--- src/rtl/rtc_pkg.sv ---
`default_nettype none
// +--------------------------------------------------------------------------+
// | Module   : rtc_pkg                                                       |
// | Purpose  : Shared definitions for the RTC read-transaction engine:       |
// |            register-index to RTC-address map, phase window constants,    |
// |            FSM state encoding and shadow-bank depth.                     |
// | Ports    : none (package)                                                |
// | Revision : 1.0 - initial release                                         |
// +--------------------------------------------------------------------------+
package rtc_pkg;

  // Number of shadow registers (indices 0..N_REG-1).
  localparam int N_REG = 9;

  // RTC address for each register index. Time fields live at 0x21..0x26,
  // date fields at 0x41..0x43.
  localparam logic [0:8][7:0] RTC_ADDR = '{
    8'h21, 8'h22, 8'h23, 8'h24, 8'h25, 8'h26, 8'h41, 8'h42, 8'h43
  };

  // Phase windows inside one 181-cycle upstream period.
  localparam logic [7:0] PH_START    = 8'd2;   // IDLE -> ADDR, address latched
  localparam logic [7:0] PH_CS_A_ON  = 8'd3;   // chip select low, address cycle
  localparam logic [7:0] PH_WR_ON    = 8'd4;   // address strobe low
  localparam logic [7:0] PH_CS_A_OFF = 8'd8;   // last phase with cs low (wr ends one earlier)
  localparam logic [7:0] PH_GAP      = 8'd10;  // ADDR -> GAP, bus released
  localparam logic [7:0] PH_READ     = 8'd20;  // GAP -> READ
  localparam logic [7:0] PH_CS_R_ON  = 8'd21;  // chip select low, data cycle
  localparam logic [7:0] PH_RD_ON    = 8'd22;  // read strobe low
  localparam logic [7:0] PH_RD_OFF   = 8'd27;  // last phase with rd low
  localparam logic [7:0] PH_CS_R_OFF = 8'd28;  // last phase with cs low
  localparam logic [7:0] PH_HOLD     = 8'd30;  // READ -> HOLD

  typedef enum logic [2:0] {
    ST_IDLE = 3'd0,
    ST_ADDR = 3'd1,
    ST_GAP  = 3'd2,
    ST_READ = 3'd3,
    ST_HOLD = 3'd4
  } rtc_state_e;

  // Register index to RTC address; invalid indices map to 0x00.
  function automatic logic [7:0] rtc_addr(input logic [3:0] idx);
    logic [7:0] addr;
    addr = 8'h00;
    case (idx)
      4'd0:    addr = RTC_ADDR[0];
      4'd1:    addr = RTC_ADDR[1];
      4'd2:    addr = RTC_ADDR[2];
      4'd3:    addr = RTC_ADDR[3];
      4'd4:    addr = RTC_ADDR[4];
      4'd5:    addr = RTC_ADDR[5];
      4'd6:    addr = RTC_ADDR[6];
      4'd7:    addr = RTC_ADDR[7];
      4'd8:    addr = RTC_ADDR[8];
      default: addr = 8'h00;
    endcase
    return addr;
  endfunction

endpackage : rtc_pkg
`default_nettype wire

--- src/rtl/banco_reg_rtc.sv ---
`default_nettype none
// +--------------------------------------------------------------------------+
// | Module   : banco_reg_rtc                                                 |
// | Purpose  : Shadow register bank holding the raw (BCD) bytes read from    |
// |            the RTC. One synchronous write port, one combinational read   |
// |            port returning 0x00 for out-of-range indices.                 |
// | Ports    : clk, reset      clock / async active-high reset              |
// |            we_i, wa_i, wd_i write enable, index, data                   |
// |            ra_i, rd_o       read index, read data (combinational)        |
// | Revision : 1.0 - initial release                                         |
// +--------------------------------------------------------------------------+
module banco_reg_rtc
  import rtc_pkg::*;
#(
  parameter int DEPTH = N_REG
) (
  input  logic       clk,
  input  logic       reset,
  input  logic       we_i,
  input  logic [3:0] wa_i,
  input  logic [7:0] wd_i,
  input  logic [3:0] ra_i,
  output logic [7:0] rd_o
);

  localparam logic [3:0] LAST_IDX = 4'(DEPTH - 1);

  logic [7:0] mem_q [DEPTH];

  always_ff @(posedge clk or posedge reset) begin
    if (reset) begin
      for (int i = 0; i < DEPTH; i++) begin
        mem_q[i] <= 8'h00;
      end
    end else if (we_i && (wa_i <= LAST_IDX)) begin
      mem_q[wa_i] <= wd_i;
    end
  end

  always_comb begin
    rd_o = 8'h00;
    if (ra_i <= LAST_IDX) begin
      rd_o = mem_q[ra_i];
    end
  end

endmodule : banco_reg_rtc
`default_nettype wire

--- src/rtl/lectura_bus_rtc.sv ---
`default_nettype none
// +--------------------------------------------------------------------------+
// | Module   : lectura_bus_rtc                                               |
// | Purpose  : Read-transaction engine for the multiplexed RTC bus. For each |
// |            register index supplied by the read-sequence counter it runs  |
// |            one address cycle and one data cycle, captures the returned   |
// |            byte into the shadow bank and flags completed frames.         |
// | Ports    : clk, reset        clock / async active-high reset             |
// |            en_i              read-mode enable                             |
// |            fase_i, dir_i     phase count and register index (upstream)   |
// |            ad_in_i           bus data returned by the RTC                |
// |            ad_out_o, ad_oe_o bus drive value / drive enable              |
// |            a_d_o             0 = address cycle, 1 = data cycle           |
// |            cs_n_o, rd_n_o,   chip select, read strobe, address strobe    |
// |            wr_n_o            (all active-low)                            |
// |            sel_i, dato_sel_o bank read index / data                      |
// |            trama_ok_o        one-cycle pulse after bank[8] is written    |
// |            valido_o          sticky: a full frame has been captured      |
// | Revision : 1.0 - initial release                                         |
// +--------------------------------------------------------------------------+
module lectura_bus_rtc #(
  parameter int N_REG = rtc_pkg::N_REG,
  parameter int T_CAP = 27
) (
  input  logic       clk,
  input  logic       reset,
  input  logic       en_i,
  input  logic [7:0] fase_i,
  input  logic [3:0] dir_i,
  input  logic [7:0] ad_in_i,
  output logic [7:0] ad_out_o,
  output logic       ad_oe_o,
  output logic       a_d_o,
  output logic       cs_n_o,
  output logic       rd_n_o,
  output logic       wr_n_o,
  input  logic [3:0] sel_i,
  output logic [7:0] dato_sel_o,
  output logic       trama_ok_o,
  output logic       valido_o
);

  import rtc_pkg::*;

  localparam logic [3:0] LAST_IDX  = 4'(N_REG - 1);
  localparam logic [7:0] PH_SAMPLE = 8'(T_CAP);

  rtc_state_e state_q, state_d;

  logic [7:0] ad_out_q,   ad_out_d;
  logic       ad_oe_q,    ad_oe_d;
  logic       a_d_q,      a_d_d;
  logic       cs_n_q,     cs_n_d;
  logic       rd_n_q,     rd_n_d;
  logic       wr_n_q,     wr_n_d;
  logic       trama_ok_q, trama_ok_d;
  logic       valido_q,   valido_d;

  logic       dir_ok;
  logic       capture;

  assign dir_ok = (dir_i <= LAST_IDX);

  // Capture uses the index present at the sampling edge. Dropping en or an
  // invalid index at that edge suppresses the write.
  assign capture = en_i && (state_q == ST_READ) && (fase_i == PH_SAMPLE) && dir_ok;

  // -------------------------------------------------------------------------
  // Next state and next registered outputs. Outputs are derived from the
  // state being entered together with the phase at this edge, so each bus
  // signal changes exactly one clock after its qualifying phase value.
  // -------------------------------------------------------------------------
  always_comb begin
    state_d    = state_q;
    ad_out_d   = 8'h00;
    ad_oe_d    = 1'b0;
    a_d_d      = 1'b1;
    cs_n_d     = 1'b1;
    rd_n_d     = 1'b1;
    wr_n_d     = 1'b1;
    trama_ok_d = 1'b0;
    valido_d   = valido_q;

    if (!en_i) begin
      state_d = ST_IDLE;
    end else begin
      case (state_q)
        ST_IDLE: begin
          if ((fase_i == PH_START) && dir_ok) begin
            state_d = ST_ADDR;
          end
        end
        // In each active state any phase outside the expected run aborts
        // the transaction back to IDLE without a capture.
        ST_ADDR: begin
          if (fase_i == PH_GAP) begin
            state_d = ST_GAP;
          end else if (!((fase_i > PH_START) && (fase_i < PH_GAP))) begin
            state_d = ST_IDLE;
          end
        end
        ST_GAP: begin
          if (fase_i == PH_READ) begin
            state_d = ST_READ;
          end else if (!((fase_i > PH_GAP) && (fase_i < PH_READ))) begin
            state_d = ST_IDLE;
          end
        end
        ST_READ: begin
          if (fase_i == PH_HOLD) begin
            state_d = ST_HOLD;
          end else if (!((fase_i > PH_READ) && (fase_i < PH_HOLD))) begin
            state_d = ST_IDLE;
          end
        end
        ST_HOLD: begin
          // Wrap of the period (phase 0) or any step backwards ends HOLD.
          if (fase_i <= PH_HOLD) begin
            state_d = ST_IDLE;
          end
        end
        default: begin
          state_d = ST_IDLE;
        end
      endcase
    end

    case (state_d)
      ST_ADDR: begin
        a_d_d   = 1'b0;
        ad_oe_d = 1'b1;
        // Latch the address on entry and hold it for the whole address cycle.
        ad_out_d = (state_q == ST_IDLE) ? rtc_addr(dir_i) : ad_out_q;
        cs_n_d  = !((fase_i >= PH_CS_A_ON) && (fase_i <= PH_CS_A_OFF));
        wr_n_d  = !((fase_i >= PH_WR_ON) && (fase_i < PH_CS_A_OFF));
      end
      ST_GAP: begin
        // Bus released, still nominally in the address half.
        a_d_d = 1'b0;
      end
      ST_READ: begin
        cs_n_d = !((fase_i >= PH_CS_R_ON) && (fase_i <= PH_CS_R_OFF));
        rd_n_d = !((fase_i >= PH_RD_ON) && (fase_i <= PH_RD_OFF));
      end
      default: begin
      end
    endcase

    if (capture && (dir_i == LAST_IDX)) begin
      trama_ok_d = 1'b1;
      valido_d   = 1'b1;
    end
  end

  always_ff @(posedge clk or posedge reset) begin
    if (reset) begin
      state_q    <= ST_IDLE;
      ad_out_q   <= 8'h00;
      ad_oe_q    <= 1'b0;
      a_d_q      <= 1'b1;
      cs_n_q     <= 1'b1;
      rd_n_q     <= 1'b1;
      wr_n_q     <= 1'b1;
      trama_ok_q <= 1'b0;
      valido_q   <= 1'b0;
    end else begin
      state_q    <= state_d;
      ad_out_q   <= ad_out_d;
      ad_oe_q    <= ad_oe_d;
      a_d_q      <= a_d_d;
      cs_n_q     <= cs_n_d;
      rd_n_q     <= rd_n_d;
      wr_n_q     <= wr_n_d;
      trama_ok_q <= trama_ok_d;
      valido_q   <= valido_d;
    end
  end

  banco_reg_rtc #(
    .DEPTH (N_REG)
  ) u_banco (
    .clk   (clk),
    .reset (reset),
    .we_i  (capture),
    .wa_i  (dir_i),
    .wd_i  (ad_in_i),
    .ra_i  (sel_i),
    .rd_o  (dato_sel_o)
  );

  assign ad_out_o   = ad_out_q;
  assign ad_oe_o    = ad_oe_q;
  assign a_d_o      = a_d_q;
  assign cs_n_o     = cs_n_q;
  assign rd_n_o     = rd_n_q;
  assign wr_n_o     = wr_n_q;
  assign trama_ok_o = trama_ok_q;
  assign valido_o   = valido_q;

endmodule : lectura_bus_rtc
`default_nettype wire

--- config.mk ---
export PLATFORM = sky130hd
export DESIGN_NAME = lectura_bus_rtc
export DESIGN_NICKNAME = d
export VERILOG_FILES = /design/src/rtl/rtc_pkg.sv /design/src/rtl/banco_reg_rtc.sv /design/src/rtl/lectura_bus_rtc.sv
export SDC_FILE = /design/constraint.sdc
export NUM_CORES = 1
export LEC_CHECK = 0
export ABC_CLOCK_PERIOD_IN_PS = 6200
export CORE_ASPECT_RATIO = 1.5
export CORE_MARGIN = 2
export CORE_UTILIZATION = 61
export CTS_BUF_LIST = sky130_fd_sc_hd__clkbuf_8 sky130_fd_sc_hd__clkbuf_16
export DETAILED_ROUTE_END_ITERATION = 10
export GPL_TIMING_DRIVEN = 0
export PLACE_DENSITY = 0.89
export SLEW_MARGIN = 30
export SYNTH_ARGS = -nofsm -noshare
export SYNTH_HDL_FRONTEND = slang
export SYNTH_HIERARCHICAL = 1
export SYNTH_SLANG_ARGS = --single-unit
--- constraint.sdc ---
create_clock -name clk -period 6.2 [get_ports clk]
set_input_delay 0.62 -clock clk [delete_from_list [all_inputs] [get_ports clk]]
set_output_delay 0.62 -clock clk [all_outputs]
set_load 0.01 [all_outputs]
After elaboration in Yosys (flattened, before gate mapping)
Memory sizes are Yosys's and may differ from the RTL's.
Index checks and enable logic that the tools add are counted.
{"block": "word_totals", "ff_bits": 90, "mem_bits_ro": 80, "input_bits": 27, "output_inout_bits": 23, "wordCells": 100, "memories": 1}
{"block": "classes", "magnitude_cmp": 20, "eq_ne": 14, "mux": 25, "n_bitwise": 2, "n_reduce_logical": 20}
{"memory": "(name not given)", "words": 16, "width": 5, "read_ports": 1, "rd_ports_with_merged_regs": 0, "wr": 0, "line": "rtc_pkg.sv:46", "text": "case (idx)"}
{"op": "bitwise mux 72 bit", "count": 1}
{"op": "two-way mux 8 bit", "count": 6}
{"op": "binary-select mux 8 bit (select 4 bit)", "count": 1}
{"op": "demux 8 bit (select 4 bit)", "count": 1}
{"op": "two-way mux 3 bit", "count": 9}
{"op": "== test 8 x 5 -> 1 bit (second input constant)", "count": 3}
{"op": "<= comparator 8 x 5 -> 1 bit (second input constant)", "count": 3}
{"op": ">= comparator 8 x 5 -> 1 bit (second input constant)", "count": 2}
{"op": "less-than comparator 8 x 4 -> 1 bit (second input constant)", "count": 2}
{"op": "less-than comparator 8 x 5 -> 1 bit (second input constant)", "count": 2}
{"op": "case mux 3 bit (5 select lines)", "count": 1}
{"op": "logical AND 1 bit", "count": 14}
{"op": "== test 3 x 2 -> 1 bit (second input constant)", "count": 4}
{"op": ">= comparator 5 bit (second input constant)", "count": 2}
{"op": "inverter 4 -> 5 bit", "count": 2}
{"op": "== test 8 x 2 -> 1 bit (second input constant)", "count": 1}
{"op": "== test 8 x 4 -> 1 bit (second input constant)", "count": 1}
{"op": ">= comparator 8 x 2 -> 1 bit (second input constant)", "count": 1}
{"op": ">= comparator 8 x 3 -> 1 bit (second input constant)", "count": 1}
{"op": "greater-than comparator 8 x 2 -> 1 bit (second input constant)", "count": 1}
{"op": "greater-than comparator 8 x 4 -> 1 bit (second input constant)", "count": 1}
{"op": "greater-than comparator 8 x 5 -> 1 bit (second input constant)", "count": 1}
{"op": "<= comparator 4 bit (second input constant)", "count": 2}
{"op": "<= comparator 8 x 4 -> 1 bit (second input constant)", "count": 1}
{"op": "other kinds (10)", "count": 18}

Longest topological paths before layout
Gate-level depths: netlist (run 1).
{"block": "logic_depth", "word_depth": 9, "depth_mapped": 9, "depth_no_buf": 8}

By module
Netlist (run 1), hierarchy kept.
{"module": "banco_reg_rtc", "n_inst": 1, "cells_per_inst": 229, "area_each_um2": 3404.5, "seq_area_each_um2": 1801.7}
{"module": "lectura_bus_rtc", "n_inst": 1, "cells_per_inst": 120, "area_each_um2": 1037.2, "seq_area_each_um2": 380.4}

Least setup slack after synthesis (run 1)
No wires, ideal clock.
{"block": "synth_timing", "kind": "input to register", "from": "input port fase_i[5]", "to": "register u_banco/mem_q[0] in the netlist's numbering", "setup_time_ns": 0.125, "arrival_ns": 2.753, "t_required_ns": 6.075, "setup_slack_ns": 3.322, "path_stages": 6, "path_buffers": 0, "path_cell_list": "or3_1 or4_1 nor3_1 nor3b_1 nand3b_1 mux2_2"}
{"block": "synth_via", "elab_chain_len": 4}
{"element": "start: declaration", "line": "lectura_bus_rtc.sv:28", "text": "input logic [7:0] fase_i,"}
{"element": "== test 8 x 5 -> 1 bit", "line": "lectura_bus_rtc.sv:66", "text": "assign capture = en_i && (state_q == ST_READ) && (fase_i == PH_SAMPLE) && dir_ok;"}
{"element": "logical AND 1 bit (2 in series)", "line": "lectura_bus_rtc.sv:66"}
{"element": "via capture", "line": "lectura_bus_rtc.sv:60", "text": "logic capture;"}
{"element": "logical AND 1 bit", "line": "banco_reg_rtc.sv:35", "text": "end else if (we_i && (wa_i <= LAST_IDX)) begin"}
{"element": "end signal: indexed assignment", "line": "banco_reg_rtc.sv:36", "text": "mem_q[wa_i] <= wd_i;"}
{"element": "end: declaration", "line": "banco_reg_rtc.sv:28", "text": "logic [7:0] mem_q [DEPTH];"}
The timed path passes the listed nets, and every way through them passes these cells.
A chain may end at the register's enable or synchronous reset.

Worst setup path after layout (run 1)
{"block": "layout_timing", "from": "input port sel_i[2]", "to": "output port dato_sel_o[7]"}
{"block": "layout_via", "elab_chain_len": 5, "word_cells_on_any_way": 6, "classes_between": "order compare: 1; mux: 4; bitwise: 1"}
{"element": "start: declaration", "line": "lectura_bus_rtc.sv:37", "text": "input logic [3:0] sel_i,"}
{"element": "inverter 4 -> 5 bit (implied by the code)", "line": "banco_reg_rtc.sv:43", "text": "rd_o = mem_q[ra_i];"}
{"element": "binary-select mux 8 bit (select 4 bit)", "line": "banco_reg_rtc.sv:43"}
{"element": "two-way mux 8 bit (implied by the code) (2 in series)", "line": "banco_reg_rtc.sv:43"}
{"element": "two-way mux 8 bit (*)", "line": "banco_reg_rtc.sv:42", "text": "if (ra_i <= LAST_IDX) begin"}
{"element": "end: declaration", "line": "lectura_bus_rtc.sv:38", "text": "output logic [7:0] dato_sel_o,"}
Every way passes the cells marked *; elsewhere a longest branch is shown, timed or not. The select of a mux whose other input is x is not followed.

==> results.md, run 1 <==
* Proportion of power drawn by the clock network at 0.383
* Fraction of final layout cells sized beyond drive strength 1 at 0.348
* Post-CTS Repair Setup Buffers at 0
* Vias per inst at 6.11
* Leading post-synthesis cells by cell area: dfrtp_1 (47%), mux2_2 (18%), mux2_4 (5.4%), mux4_2 (4.1%), dfstp_2 (2.4%)
* Number of optimization iterations in the first detailed-route pass at 4
* N_diodes at 0
* Static leakage power at 2.46 nW
* Average wire per standard cell at 19.4 microns
* Top-Level Pins at 50
* CP delay by family, top: buffers and inverters
* Via count of the first global-routing pass at 3297
* Logic depth of the worst setup path including buffers at 6
* Period utilization at 0.577
* Gr usage total at 0.261
* Floorplan row count at 38
* Critical Path RT at 5.58 ns
* Power density normalized to cell area at 205 mW/mm^2
* Number of setup violations in the final report at 0
* Maximum fanout along the worst path at 10
* Half-perimeter wire length of the detailed placement result at 6970 microns
* Pin count of the biggest net entering global routing at 55
* Chip height at 109 microns
* Area Overhead vs Synth at 17.5%
* Count of unresolved DRC violations after routing at 0
* Worst Min Path Start: valido_o$_DFFE_PP0P_
* Clk slew on worst S/H paths at 0.08 ns
* Reg2Reg Capture Point: u_banco/mem_q[2]$_DFFE_PP0P_
* Post-cts sizing count at 0
* Routed vias at 2999
* Min-Delay Path Class: reg2reg
* Final non-filler cell area at 0.00522 sq mm
* Average footprint of a synthesized cell at 12.7 sq um
* Bufs and invs on worst path at 3
* Startpoint Class: input pin
* Clock tree from TritonCTS: done
* Leading area contributor after synthesis: dfrtp_1
* Top_reg_cell synth: dfrtp_1
* Number of warnings reported in the yosys synthesis log at 6
* Overall Power at 1.07 mW
* Switching part of the total at 0.232
* Port bufs at 43
* Highest-delay cell along the critical path: nor4b_2
* Filler cells at 476
* Total of flip-flops plus latches after synthesis at 87
* Mapped cell area at 0.00444 sq mm
* Worst Tran Pin Value at 0.796 ns
* Max Freq at 279 MHz
* Global-route wire length before repair at 15800 microns
* Data arrival at the endpoint of the critical path at 2.96 ns
* Area of the core at 0.00713 sq mm
* Reported max-cap violation count at 0
* Instance count along the most critical hold path at 1
* Worst setup EP type: primary output
* Hold bufs inserted after CTS at 0
* Post-synth EDFFs at 0
* Number of antenna violations at the first check in global routing at 0
* Worst relative slew slack at 0.468
* Most frequent cell after synthesis: dfrtp_1
* Violation count after the first detailed-route iteration at 195
* Sum of negative setup slack at 0 ns
* Register-to-register setup slack at 3.31 ns
* Part of the total power dissipated in combinational logic at 0.087
* Final Critical Period at 3.58 ns
* Final GP Congestion at 0.922
* Worst clock skew at 0.00630 ns
* Insertion delay to the later sink of the worst-skew pair at 0.35 ns
* Critical path class: in2out
* Peak per-stage delay on the critical path at 0.79 ns
* Count of different cell masters after synthesis at 55
* Dpl cell area at 0.00501 sq mm
* Most Frequent Cell on Critical Path: clkdlybuf4s50_1
* Clock Sinks at 87
* Net switching power of the design at 0.248 mW
* Die footprint at 0.00799 sq mm
* Starting density of the core at 0.623
* Fin nets at 435
* FF-to-FF Start: state_q[2]$_DFF_PP0_
* Final count of hold timing violations at 0
* Pins over their slew limit at 0
* Outcome: completed
* Count of mapped cells out of synthesis at 349
* Overall routed net length at 9540 microns
* Min-Delay Endpoint: valido_o$_DFFE_PP0P_
* Chain of cells forming the critical path: clkdlybuf4s50_1 > clkbuf_1 > nor4b_2 > nand2_1 > o31ai_1 > clkdlybuf4s50_1
* Internal power contribution at 0.822 mW
* Footprint of the multi-input gates at 0.00211 sq mm
* Post-synth top cells: dfrtp_1 (83), mux2_2 (72), nor2_1 (19)
* Sequential cell area at 0.00218 sq mm
* Final standard cell utilization of the core at 0.732
* Post-synthesis sequential area ratio at 0.491
* TritonCTS Buffers at 9
* Maximum level of the CTS H-tree at 3
* Top cell type's share of synthesized area at 0.468
* Residual overflow from global routing at 0
* Die extent in x at 73.7 microns
* Reg2Reg Depth at 6
* Peak VDD IR at 129 uV
* Clock tree root buffer cell: clkbuf_8
* Buffer levels on the longest clock path at 2
* Setup repair after global routing missed its margin: no
* Part of the total power dissipated in sequential elements at 0.530
* Routed Antenna Nets at 0
* Async set-reset flop share out of synthesis at 1.00
state kept, by name, indices dropped and copies added, names as in the netlist:
name and flops:
a_d_o 1, cs_n_o 1, u_banco/mem_q 72, rd_n_o 1
trama_ok_o 1, valido_o 1, wr_n_o 1, state_q 3
ad_out_o 5, ad_oe_o 1
stage by stage:
stage	hold WS (ns)	worst slack, ns	instances
after floorplan	0.474	3.32	351
after global placement	0.457	2.55	474
final	0.491	2.62	491
after CTS	0.492	2.61	491
after global routing	0.517	2.54	491
after detailed placement	0.471	2.44	475
layer usage:
layer | global-route usage | routed length, microns | part of all wire
met1 | 0.295 | 3770 | 0.40
met2 | 0.464 | 5230 | 0.55
met3 | 0.0503 | 334 | 0.035
met4 | 0.119 | 207 | 0.022
met5 | 0 | 0 | 0
cell families (layout without fill, tap and decap cells):
| group | after synthesis | after routing | share of synthesized area |
|---|---|---|---|
| AOI/OAI and AO/OA | 52 | 52 | 0.0817 |
| adders and majority gates | 2 | 2 | 0.00563 |
| buffers and inverters | 31 | 91 | 0.0363 |
| DFF | 87 | 87 | 0.491 |
| muxes | 97 | 97 | 0.279 |
| other | 1 | 3 | 0.000844 |
| and+or+nand+nor | 79 | 79 | 0.105 |
final cells by class:
type	instances	share of cell area
Tap cell	80	0.0192
Timing Repair Buffer	44	0.0877
Multi-Input combinational cell	233	0.404
Clock inverter	4	0.00839
Buffer	22	0.0245
Inverter	9	0.00695
Sequential cell	87	0.418
Clock buffer	12	0.0316
worst max-delay path by stage:
stage	from	to	slack [ns]
after detailed placement	fase_i[5]	u_banco/mem_q[2]$_DFFE_PP0P_	2.44
after floorplan	fase_i[5]	u_banco/mem_q[0]$_DFFE_PP0P_	3.32
after global placement	fase_i[5]	u_banco/mem_q[58]$_DFFE_PP0P_	2.55
after global routing	sel_i[2]	dato_sel_o[2]	2.54
final	sel_i[2]	dato_sel_o[7]	2.62
after CTS	sel_i[2]	dato_sel_o[7]	2.61
power by group through the flow:
stage | clock network [mW] | logic, mW | registers, mW
detailed placement | 0 | 0.0932 | 0.578
global route | 0.441 | 0.102 | 0.567
finish | 0.409 | 0.0934 | 0.567
global placement | 0 | 0.0873 | 0.578
CTS | 0.420 | 0.0934 | 0.567
floorplan | 0 | 0.0485 | 0.578
placed cells by master (no fill, tap or decap), types with 3 or more instances in the layout:
master	synthesis	final
clkdlybuf4s50_1	0	43
nor2b_1	3	3
mux4_2	8	8
dfrtp_1	83	83
nand2_1	18	18
dfstp_2	4	4
o21ai_0	7	7
o31ai_1	8	8
mux2_4	16	16
nor3_1	4	4
or3_1	4	4
nor4b_1	3	3
nand2b_1	6	6
nand3b_1	3	3
clkbuf_1	5	5
mux2_2	72	72
buf_4	3	3
inv_1	9	9
buf_2	9	9
a21oi_1	11	11
o22ai_1	9	9
buf_6	3	3
conb_1	1	3
clkbuf_8	0	12
nor2_1	19	19
No activity file was read; power rests on OpenSTA's default activity.
==> run 2: changes to the inputs <==
--- a/config.mk
+++ b/config.mk
@@ -5,14 +5,14 @@
 export SDC_FILE = /design/constraint.sdc
 export NUM_CORES = 1
 export LEC_CHECK = 0
-export ABC_CLOCK_PERIOD_IN_PS = 6200
+export ABC_CLOCK_PERIOD_IN_PS = 3420
 export CORE_ASPECT_RATIO = 1.5
 export CORE_MARGIN = 2
-export CORE_UTILIZATION = 61
+export CORE_UTILIZATION = 56
 export CTS_BUF_LIST = sky130_fd_sc_hd__clkbuf_8 sky130_fd_sc_hd__clkbuf_16
 export DETAILED_ROUTE_END_ITERATION = 10
 export GPL_TIMING_DRIVEN = 0
-export PLACE_DENSITY = 0.89
+export PLACE_DENSITY = 0.83
 export SLEW_MARGIN = 30
 export SYNTH_ARGS = -nofsm -noshare
 export SYNTH_HDL_FRONTEND = slang
==> constraint.sdc (replaced) <==
create_clock -name clk -period 3.42 [get_ports clk]
set_input_delay 0.342 -clock clk [delete_from_list [all_inputs] [get_ports clk]]
set_output_delay 0.342 -clock clk [all_outputs]
set_load 0.01 [all_outputs]
==> run 2 against run 1 <==
Effect of this change: first-iteration DRC count is 3.6% higher; power is 100% higher; setup slack worse by 2.4 ns; global-route usage is 1.3 points lower; register-to-register slack worse by 2.9 ns; combinational power is 80% higher; non-clock buffer count stayed put; via count is 0.37% lower; critical path type is now in2reg; largest power group unchanged; highest routed layer unchanged.
==> results.md, run 2 (synthesis gave the netlist of run 1 again) <==
* Outcome: completed
* Most common cell after layout, fill and taps aside: dfrtp_1
* Worst Tran Pin Value at 0.773 ns
* Hold bufs inserted after CTS at 0
* Number of antenna violations at the first check in global routing at 0
* Count of unresolved DRC violations after routing at 0
* Worst setup EP type: register
* Number of optimization iterations in the first detailed-route pass at 4
* Top-Level Pins at 50
* Critical Path RT at 3.64 ns
* Max reg flops at 72
* Min-Delay Path Class: in2async
* Gr usage total at 0.248
* Commonest non-fill, non-tap cells in the layout: dfrtp_1 (83), mux2_2 (72), clkdlybuf4s50_1 (43), nor2_1 (19), nand2_1 (18)
* Post-placement cell count at 497
* Half-perimeter wire length of the detailed placement result at 6880 microns
* Global-route wire length before repair at 16500 microns
* Post-CTS Repair Setup Buffers at 0
* Period utilization at 0.939
* TritonCTS Buffers at 9
* Final Critical Period at 3.21 ns
* Clock tree from TritonCTS: done
* Vias per inst at 5.82
* Number of setup violations in the final report at 0
* N_diodes at 0
* Die footprint at 0.00867 sq mm
* Buffer levels on the longest clock path at 2
* Port bufs at 43
* Clk slew on worst S/H paths at 0.06 ns
* Worst clock skew at 0.00674 ns
* Dpl cell area at 0.00504 sq mm
* Floorplan row count at 39
* Setup repair after global routing missed its margin: no
* Area Overhead vs Synth at 20.1%
* Via count of the first global-routing pass at 3224
* Post-cts sizing count at 0
* Final standard cell utilization of the core at 0.696
* Filler cells at 537
* Insertion delay to the later sink of the worst-skew pair at 0.34 ns
* Finished Layout Cells at 513
* Startpoint Class: input pin
* Pin count of the biggest net entering global routing at 51
* Critical path class: in2reg
* Clock Sinks at 87
* Fin nets at 435
* Peak VDD IR at 321 uV
* Starting density of the core at 0.580
* Final GP Congestion at 0.970
* Routed vias at 2988
* Die extent in x at 76.7 microns
* Max Freq at 311 MHz
* Maximum level of the CTS H-tree at 3
* Violation count after the first detailed-route iteration at 202
* Register with the most flip-flops: u_banco/mem_q
* Residual overflow from global routing at 0
* Pins over their slew limit at 0
* Sum of negative setup slack at 0 ns
* Overall routed net length at 9810 microns
* Chip height at 113 microns
* Overall Power at 2.15 mW
* Data arrival at the endpoint of the critical path at 3.43 ns
* Routed Antenna Nets at 0
* Worst relative slew slack at 0.483
* Area of the core at 0.00766 sq mm
* Clock tree root buffer cell: clkbuf_16
* Static leakage power at 2.49 nW
* Final non-filler cell area at 0.00534 sq mm
* CP Launch Point: fase_i[5]
* Reported max-cap violation count at 0
* Maximum fanout along the worst path at 8
* Fraction of final layout cells sized beyond drive strength 1 at 0.348
* Final count of hold timing violations at 0
* FF-to-FF Start: state_q[1]$_DFF_PP0_
* Average wire per standard cell at 19.1 microns
* Power density normalized to cell area at 402 mW/mm^2
-- run 2: cell types whose count changed in the layout (fill, tap and decap cells not counted) --
cell / delta
clkbuf_8: -8
clkinv_2: -1
bufinv_16: -1
clkinv_4: +1
clkbuf_16: +9
-- run 2: final timing paths --
path | cells past startpoint | slack [ns] | to
worst max-delay path | 7 | 0.21 | u_banco/mem_q[59]$_DFFE_PP0P_
worst min-delay path | 2 | 0.36 | u_banco/mem_q[7]$_DFFE_PP0P_
worst max register to register | 6 | 0.46 | u_banco/mem_q[59]$_DFFE_PP0P_
worst min register to register | 1 | 0.47 | valido_o$_DFFE_PP0P_
max in group asynchronous | 3 | 2.52 | u_banco/mem_q[26]$_DFFE_PP0P_
min in group clk | 2 | 0.38 | rd_n_o$_DFF_PP1_
-- run 2: layout make-up --
cell class / instances / area [sq um] / area share
tap: 102 / 128 / 0.0239
clock inverter: 3 / 17.5 / 0.00328
multi-input combinational: 233 / 2110 / 0.395
sequential: 87 / 2180 / 0.409
clock buffer: 13 / 280 / 0.0525
inverter: 9 / 36.3 / 0.00680
buffer: 22 / 128 / 0.0239
timing repair buffer: 44 / 458 / 0.0858
-- run 2: where the power goes --
part	switching (mW)	internal, mW
combinational	0.0997	0.0688
sequential	0.0000291	1.03
clock	0.380	0.569
-- run 2: per-layer routing --
layer | vias to the layer above | track usage | wire, microns
li1 | 1391 | - | -
met4 | 0 | 0.0885 | 125
met2 | 66 | 0.449 | 5420
met5 | - | 0 | 0
met3 | 10 | 0.0518 | 345
met1 | 1521 | 0.289 | 3920
-- run 2: through the flow --
step | hold WS (ns) | setup slack (ns)
5_1_grt | 0.387 | 0.0509
6_report | 0.357 | 0.208
4_1_cts | 0.366 | 0.216
3_3_place_gp | 0.455 | -0.0159
2_1_floorplan | 0.241 | 0.820
3_5_place_dp | 0.455 | -0.126
-- run 2: worst max-delay path: stages --
cell	delay, ns
clkdlybuf4s50_1	0.39
or3_1	0.50
or4_1	0.51
nor3_1	0.46
nand2_1	0.24
nor4_4	0.56
mux2_2	0.42
